[config.mk]
export PLATFORM = sky130hd
export DESIGN_NAME = bcd2bin_flat
export DESIGN_NICKNAME = d
export VERILOG_FILES = /design/src/rtl/bcd2bin_if.sv /design/src/rtl/bcd2bin.sv /design/src/flat_wrapper.sv
export SDC_FILE = /design/constraint.sdc
export NUM_CORES = 1
export LEC_CHECK = 0
export CAP_MARGIN = 10
export CORE_MARGIN = 5
export CORE_UTILIZATION = 54
export DETAILED_ROUTE_END_ITERATION = 16
export GPL_ROUTABILITY_DRIVEN = 0
export PLACE_DENSITY = 0.78
export SYNTH_ARGS = -nofsm -noshare
export SYNTH_HDL_FRONTEND = slang
export SYNTH_SLANG_ARGS = --single-unit
[constraint.sdc]
create_clock -name clk -period 2.4 [get_ports clk]
set_input_delay 0.6 -clock clk [delete_from_list [all_inputs] [get_ports clk]]
set_output_delay 0.6 -clock clk [all_outputs]
set_load 0.01 [all_outputs]
[src/rtl/bcd2bin_if.sv]
// Handshake/data bundle for the BCD-to-binary converter.
interface bcd2bin_if #(
  parameter int DIGITS = 4,
  parameter int BIN_W  = 14
);
  logic                  start;
  logic [4*DIGITS-1:0]   bcd_in;
  logic [BIN_W-1:0]      bin_out;
  logic                  done;
  logic                  busy;
  logic                  err;

  modport master (output start, bcd_in, input bin_out, done, busy, err);
  modport slave  (input start, bcd_in, output bin_out, done, busy, err);
endinterface

[src/rtl/bcd2bin.sv]
// Sequential BCD-to-binary converter (reverse double-dabble, shift/adjust per bit).
// Optional invalid-digit check enabled by defining BCD2BIN_CHECK_EN.
module bcd2bin #(
  parameter int DIGITS = 4,
  parameter int BIN_W  = 14
) (
  input  logic      clk,
  input  logic      reset,
  bcd2bin_if.slave  bus
);
  localparam int BCD_W = 4*DIGITS;
  localparam int SR_W  = BCD_W + BIN_W;
  localparam int CNT_W = $clog2(BIN_W+1);

  typedef enum logic [1:0] {IDLE, SHIFT, ADJUST, DONE} state_t;

  state_t           state, state_nxt;
  logic [SR_W-1:0]  sr;
  logic [CNT_W-1:0] cnt;
  logic [BCD_W-1:0] bcd_adj;
  logic [BIN_W-1:0] bin_q;
  logic             done_q;
  logic             err_q;

  // Per-nibble correction: a nibble >= 8 picked up a shifted-in 8 that should be 5.
  for (genvar g = 0; g < DIGITS; g++) begin : g_adj
    assign bcd_adj[4*g +: 4] = sr[BIN_W+4*g+3] ? (sr[BIN_W+4*g +: 4] - 4'd3)
                                               :  sr[BIN_W+4*g +: 4];
  end

`ifdef BCD2BIN_CHECK_EN
  logic bad;
  always_comb begin
    bad = 1'b0;
    for (int i = 0; i < DIGITS; i++)
      if (bus.bcd_in[4*i +: 4] > 4'd9) bad = 1'b1;
  end
`endif

  always_ff @(posedge clk) begin
    if (reset) state <= IDLE;
    else       state <= state_nxt;
  end

  always_comb begin
    state_nxt = state;
    case (state)
      IDLE:    if (bus.start) state_nxt = SHIFT;
      SHIFT:   state_nxt = ADJUST;
      ADJUST:  state_nxt = (cnt == CNT_W'(BIN_W)) ? DONE : SHIFT;
      DONE:    state_nxt = IDLE;
      default: state_nxt = IDLE;
    endcase
  end

  always_ff @(posedge clk) begin
    if (reset) begin
      sr     <= '0;
      cnt    <= '0;
      bin_q  <= '0;
      done_q <= 1'b0;
      err_q  <= 1'b0;
    end else begin
      case (state)
        IDLE: begin
          done_q <= 1'b0;
          if (bus.start) begin
            sr  <= {bus.bcd_in, {BIN_W{1'b0}}};
            cnt <= '0;
`ifdef BCD2BIN_CHECK_EN
            err_q <= bad;
`endif
          end
        end
        SHIFT: begin
          sr  <= sr >> 1;
          cnt <= cnt + CNT_W'(1);
        end
        ADJUST: sr[SR_W-1:BIN_W] <= bcd_adj;
        DONE: begin
          bin_q  <= err_q ? '0 : sr[BIN_W-1:0];
          done_q <= 1'b1;
        end
        default: ;
      endcase
    end
  end

  assign bus.bin_out = bin_q;
  assign bus.done    = done_q;
  assign bus.busy    = (state != IDLE);
  assign bus.err     = err_q;
endmodule

[src/flat_wrapper.sv]
// flat-port wrapper written by rule: the top's interface ports become plain ports
module bcd2bin_flat 
#(
  parameter int DIGITS = 4,
  parameter int BIN_W  = 14
)
  (clk, reset, bus_start, bus_bcd_in, bus_bin_out, bus_done, bus_busy, bus_err);
  bcd2bin_if #(.DIGITS(DIGITS), .BIN_W(BIN_W)) bus_i ();
  input  logic clk;
  input  logic reset;
  input wire logic [$bits(bus_i.start)-1:0] bus_start;
  input wire logic [$bits(bus_i.bcd_in)-1:0] bus_bcd_in;
  output wire logic [$bits(bus_i.bin_out)-1:0] bus_bin_out;
  output wire logic [$bits(bus_i.done)-1:0] bus_done;
  output wire logic [$bits(bus_i.busy)-1:0] bus_busy;
  output wire logic [$bits(bus_i.err)-1:0] bus_err;
  assign bus_i.start = bus_start;
  assign bus_i.bcd_in = bus_bcd_in;
  assign bus_bin_out = bus_i.bin_out;
  assign bus_done = bus_i.done;
  assign bus_busy = bus_i.busy;
  assign bus_err = bus_i.err;
  bcd2bin #(.DIGITS(DIGITS), .BIN_W(BIN_W)) u_core (.clk(clk), .reset(reset), .bus(bus_i));
endmodule
## Word-level counts from Yosys, hierarchy flattened

Index checks and enable logic that the tools add are counted.
W data, S select, Z words.

- Register bits: 51
- Output and inout bits: 17
- Logic and storage cells: 48
- Input port bits: 19

- $add $sub $neg: 5
- Reductions and logical operators: 11
- Eq/ne operators: 9
- Muxes and demuxes: 13

Operators by type and width:

| operator | number |
|---|---|
| $pmux W16 S3 | 1 |
| $mux W30 | 1 |
| $pmux W14 S2 | 1 |
| $mux W4 | 5 |
| $sub A4 B2 Y4 const B | 4 |
| $reduce_and A3 Y1 | 4 |
| $ne A2 B1 Y1 const B | 4 |
| $pmux W2 S4 | 1 |
| $pmux W4 S2 | 1 |
| $reduce_bool A2 Y1 | 3 |
| $add A4 B1 Y4 const B | 1 |
| $eq A2 B2 Y1 const B | 2 |
| $eq A4 B4 Y1 const B | 1 |
| $mux W2 | 2 |
| $reduce_and A2 Y1 | 2 |
| $reduce_bool A3 Y1 | 1 |
| $eq A2 B1 Y1 const B | 1 |
| $logic_not A2 Y1 | 1 |
| $ne A2 B2 Y1 const B | 1 |
| $pmux W1 S2 | 1 |

## Logic depth before layout (Yosys ltp)

Gate-level depths: netlist of the first run.

- Word-level depth: 3
- Depth in mapped cells: 8
- Gate-level depth less buffers: 6

## Least setup slack after synthesis of the first run

Ideal clock, no wire load.

- Kind: register to register
- Start: register u_core.state[0]
- End: register u_core.sr[27]
- Required time: 2.281 ns
- Clock period less this slack: 1.671 ns
- Arrival time: 1.551 ns
- Path buffers: 2
- Library setup time: 0.119 ns
- Slack: 0.729 ns
- Cell stages (with the launch flop): 9
- Cells stage by stage: dfxtp_1 -> inv_1 -> ha_1 -> buf_6 -> nor2b_4 -> buf_6 -> a211o_4 -> a211oi_2 -> nor3_2

- Word-level cells in the longest chain between the ends: 3
- Elaborated cells between the ends (all ways): 8
- Those cells by class: 4 x eq/ne; 1 x mux; 3 x reduce/logical

Ends and longest elaborated chain:

| item | RTL line | text |
|---|---|---|
| start: declaration | bcd2bin.sv:17 | `state_t state, state_nxt;` |
| start signal: assignment | bcd2bin.sv:42 | `else state <= state_nxt;` |
| $eq A2 B2 Y1, or another cell as far along | bcd2bin.sv:64 | `case (state)` |
| $ne A2 B1 Y1 (no line), or another cell as far along | - |  |
| $reduce_and A3 Y1 (no line) | - |  |
| end signal: assignment | bcd2bin.sv:68 | `sr <= {bus.bcd_in, {BIN_W{1'b0}}};` |
| end signal: assignment | bcd2bin.sv:76 | `sr <= sr >> 1;` |
| end signal: indexed assignment | bcd2bin.sv:79 | `ADJUST: sr[SR_W-1:BIN_W] <= bcd_adj;` |
| end: declaration | bcd2bin.sv:18 | `logic [SR_W-1:0] sr;` |

Several ways; a longest one is shown, not always the timed one.
A chain may end at the register's enable or synchronous reset.

## Worst setup path after layout of the first run

- Start: register u_core.state[0]
- End: output bus_busy

- Word-level cells in the longest chain between the ends: 1

Ends and longest elaborated chain:

| item | RTL line | text |
|---|---|---|
| $reduce_bool A2 Y1 | bcd2bin.sv:91 | `assign bus.busy = (state != IDLE);` |
| end: declaration | flat_wrapper.sv:15 | `output wire logic [$bits(bus_i.busy)-1:0] bus_busy;` |

No other way between the ends.

==> reports/qor.tcl, run 1 <==
set qor(clk_latency_ns) 0.30
set qor(wirelength_met1_mm) 2.553
set qor(synthesized_netlist_net_count) 332
set qor(clk_pin_slew_worst_paths_ns) 0.09
set qor(chipWidth_microns) 79.47
set qor(vdd_drop_max_v) 0.0004666
set qor(end_kind) {output port}
set qor(number_of_antenna_violations_at_the_first_check_in_global_routing) 0
set qor(dr_total_vias) 2182
set qor(first_global_vias) 2026
set qor(grt.overflow.total) 0
set qor(fin_skew_ns) 0.007835
set qor(worstSetupPathType) {flip-flop to output port}
set qor(switching_power_w) 0.0007588
set qor(cp-start-kind) {flip-flop}
set qor(total_power_w) 0.002378
set qor(regToRegSetupSlack_ns) 0.50
set qor(internal_power_w) 0.001619
set qor(timing.setup.tns_ns) 0
set qor(max_freq_mhz) 448.8
set qor(htreeDepth) 2
set qor(die_area_sq_um) 6315
set qor(dpl-instance-area_sq_um) 2939
set qor(finalNetCount) 357
set qor(clock_power_share_pct) 29.1
set qor(synthesis.yosys.warnings) 0
set qor(synth_top_area_cell) {sky130_fd_sc_hd__dfxtp_1}
set qor(worst_slack_ns) 0.1719
set qor(cts.sinks) 51
set qor(power.leakage_nw) 1.131
set qor(switching_share_pct) 31.91
set qor(cts_setup_buffers) 0
set qor(core-area_sq_um) 4692
set qor(finalMaxSlewViolations) 0
set qor(buffer_ports.inserted) 34
set qor(pin_count) 36
set qor(setup_viol) 0
set qor(die-height_microns) 79.47
set qor(drt_pass1_iterations) 4
set qor(synthesis.instances) 303
set qor(initial_utilization_pct) 55.55
set qor(asyncSetResetFlopFracSynth_pct) 0
set qor(cts-root-to-sink-buffers) 2
set qor(timing.final.crit_share_pct) 92.84
set qor(finalHoldViolCount) 0
set qor(drt_first_iter_violations) 213
set qor(power_per_cell_area_nw_per_um2) 773.5
set qor(routedWlPerCell_microns) 14.17
set qor(synthDistinctLibCells) 43
set qor(final_cell_area_sq_um) 3074
set qor(grt_first_pass_wirelength_mm) 9.315
set qor(layout-drive-gt1-share_pct) 8.207
set qor(synth_enable_flop_cells) 0
set qor(comb_power_share_pct) 28.5
set qor(syn_avg_cell_area_sq_um) 8.601
set qor(critical_path_peak_fanout) 6
set qor(netlist_top_cells_count) {sky130_fd_sc_hd__dfxtp_1 (51), sky130_fd_sc_hd__nand2_1 (33), sky130_fd_sc_hd__nor2_1 (33)}
set qor(worstMarginPinSlew_ns) 0.5146
set qor(fp-row-count) 25
set qor(pre_cts_ws_ns) 0.3112
set qor(top_cell_type_s_share_of_synthesized_area_pct) 39.17
set qor(met3_length_microns) 180
set qor(cp_data_required_time_ns) 1.80
set qor(ctsRootBufferMaster) {sky130_fd_sc_hd__clkbuf_8}
set qor(routed_wl_mm) 5.428
set qor(area.growth.synth_to_final_pct) 17.95
set qor(run_status) {finished clean}
set qor(post-synth-top-count-cell) {sky130_fd_sc_hd__dfxtp_1}
set qor(synth_top_cells_by_area) {sky130_fd_sc_hd__dfxtp_1 (39%), sky130_fd_sc_hd__mux2i_1 (8.4%), sky130_fd_sc_hd__nand3_1 (5.2%), sky130_fd_sc_hd__ha_1 (4.8%), sky130_fd_sc_hd__nand2_1 (4.8%)}
set qor(routed.top_layer) {met4}
set qor(drt.antenna.violating_nets) 0
set qor(fillers) 406
set qor(grt_start_max_net_pins) 29
set qor(detailedPlacementHpwl_mm) 3.774
set qor(grt_use_total_pct) 18.01
set qor(sequential_element_share_of_the_synthesized_area_pct) 39.17
set qor(drc) 0
set qor(synth_top_flop_cell) {sky130_fd_sc_hd__dfxtp_1}
set qor(maxCapViolCount) 0
set qor(critical_path_arrival_ns) 1.63
set qor(slew_headroom_pct) 65.69
set qor(setup_repair_after_global_routing_missed_its_margin) {false}
set qor(hp-class) {flip-flop to flip-flop}
set qor(synth_seq_cells) 51
set qor(wl_met2_mm) 2.635
set qor(vias_per_cell) 5.697
set qor(cts_hold_buf) 0
set qor(seq_power_share_pct) 42.4
set qor(finalCriticalPeriod_ns) 2.228
set qor(cts-buffers-inserted) 5
set qor(cts_tree) {yes}
set qor(cell_area_synth_sq_um) 2606
set qor(diodes) 0
-- layout make-up --
cell class / count / area [sq um] / share of cell area (%)
multi-input combinational: 216 / 1404 / 45.67
sequential: 51 / 1021 / 33.21
timing repair buffer: 41 / 400.4 / 13.02
clock buffer: 6 / 72.57 / 2.361
tap: 54 / 67.56 / 2.198
clock inverter: 2 / 60.06 / 1.954
inverter: 13 / 48.80 / 1.587
-- worst max-delay path: stages (launching register included) --
cell	delay [ns]
sky130_fd_sc_hd__dfxtp_1	0.36
sky130_fd_sc_hd__inv_1	0.10
sky130_fd_sc_hd__ha_2	0.27
sky130_fd_sc_hd__inv_1	0.08
sky130_fd_sc_hd__clkdlybuf4s50_1	0.53
-- power by group through the flow --
stage	combinational, W	clock, W	sequential (W)
after floorplan	0.000556	0	0.000998
after global placement	0.000661	0	0.00102
after detailed placement	0.000674	0	0.00103
after CTS	0.000676	0.000704	0.00101
after global routing	0.000754	0.000737	0.00102
final	0.000679	0.000692	0.00101
-- layer usage --
metal,vias up,global-route usage (%)
met4,0,4.296
met5,-,0
li1,1112,-
met3,7,4.289
met2,41,30.30
met1,1022,23.18
-- cell usage in the layout, fill, tap and decap left out, types with 2 or more instances in the layout --
master and instances:
sky130_fd_sc_hd__o21ai_0 7, sky130_fd_sc_hd__clkdlybuf4s50_1 33, sky130_fd_sc_hd__clkbuf_8 5, sky130_fd_sc_hd__a21oi_1 21, sky130_fd_sc_hd__a31oi_1 6, sky130_fd_sc_hd__nand3_1 27
sky130_fd_sc_hd__or4_1 3, sky130_fd_sc_hd__inv_1 13, sky130_fd_sc_hd__mux2i_1 22, sky130_fd_sc_hd__dfxtp_1 51, sky130_fd_sc_hd__bufinv_16 2, sky130_fd_sc_hd__o211ai_1 3
sky130_fd_sc_hd__nor2_1 33, sky130_fd_sc_hd__nor3_4 3, sky130_fd_sc_hd__a311oi_1 4, sky130_fd_sc_hd__nor2b_1 6, sky130_fd_sc_hd__a211o_1 3, sky130_fd_sc_hd__nand4_1 3
sky130_fd_sc_hd__nand2_1 33, sky130_fd_sc_hd__ha_1 9, sky130_fd_sc_hd__nor3_1 4, sky130_fd_sc_hd__buf_4 6, sky130_fd_sc_hd__nand3b_1 5, sky130_fd_sc_hd__nor3_2 2
sky130_fd_sc_hd__a32oi_1 4
-- logic make-up (layout without fill, tap and decap cells) --
group	Yosys count	in the layout	synth area share [%]
buf+inv	36	62	7.057
fa+ha+maj	10	10	4.801
other cells	1	1	0.1439
compound gates	57	57	14.64
flops	51	51	39.17
mux	24	24	9.745
simple gates	124	124	24.44
-- sequential cells by signal, summed over array words and instances, names as in the netlist --
register            flops
u_core.bus.done         1
u_core.cnt              4
u_core.state            2
u_core.bus.bin_out     14
u_core.sr              30
-- stage by stage --
step	utilization, %	std cells	hold slack (ns)
floorplan	-	303	0.4316
global placement	62.64	375	0.4427
detailed placement	62.64	375	0.4645
CTS	65.47	383	0.4770
global route	65.52	383	0.4990
finish	65.52	383	0.4695
-- final timing paths --
| path | startpoint | endpoint | cells past startpoint |
|---|---|---|---|
| max | u_core.state[0]$_SDFFE_PP0P_ | bus_busy | 4 |
| min | u_core.sr[0]$_SDFFE_PP0P_ | u_core.sr[0]$_SDFFE_PP0P_ | 2 |
| max reg2reg | u_core.state[1]$_SDFFE_PP0P_ | u_core.sr[27]$_SDFFE_PP0P_ | 7 |
| min reg2reg | u_core.sr[0]$_SDFFE_PP0P_ | u_core.sr[0]$_SDFFE_PP0P_ | 2 |
-- what timing repair did --
item                                   4_1_cts  5_1_grt
gates resized for setup                      0        1
endpoints found under the hold margin        0        0
setup endpoints to repair                    0        1
No activity file was read; power rests on OpenSTA's default activity.
==> run 2, diff against run 1 <==
CAP_MARGIN = 30   (was 10)
==> results of run 2 <==
The final DEF is identical to that of run 1; final timing and power are the same.
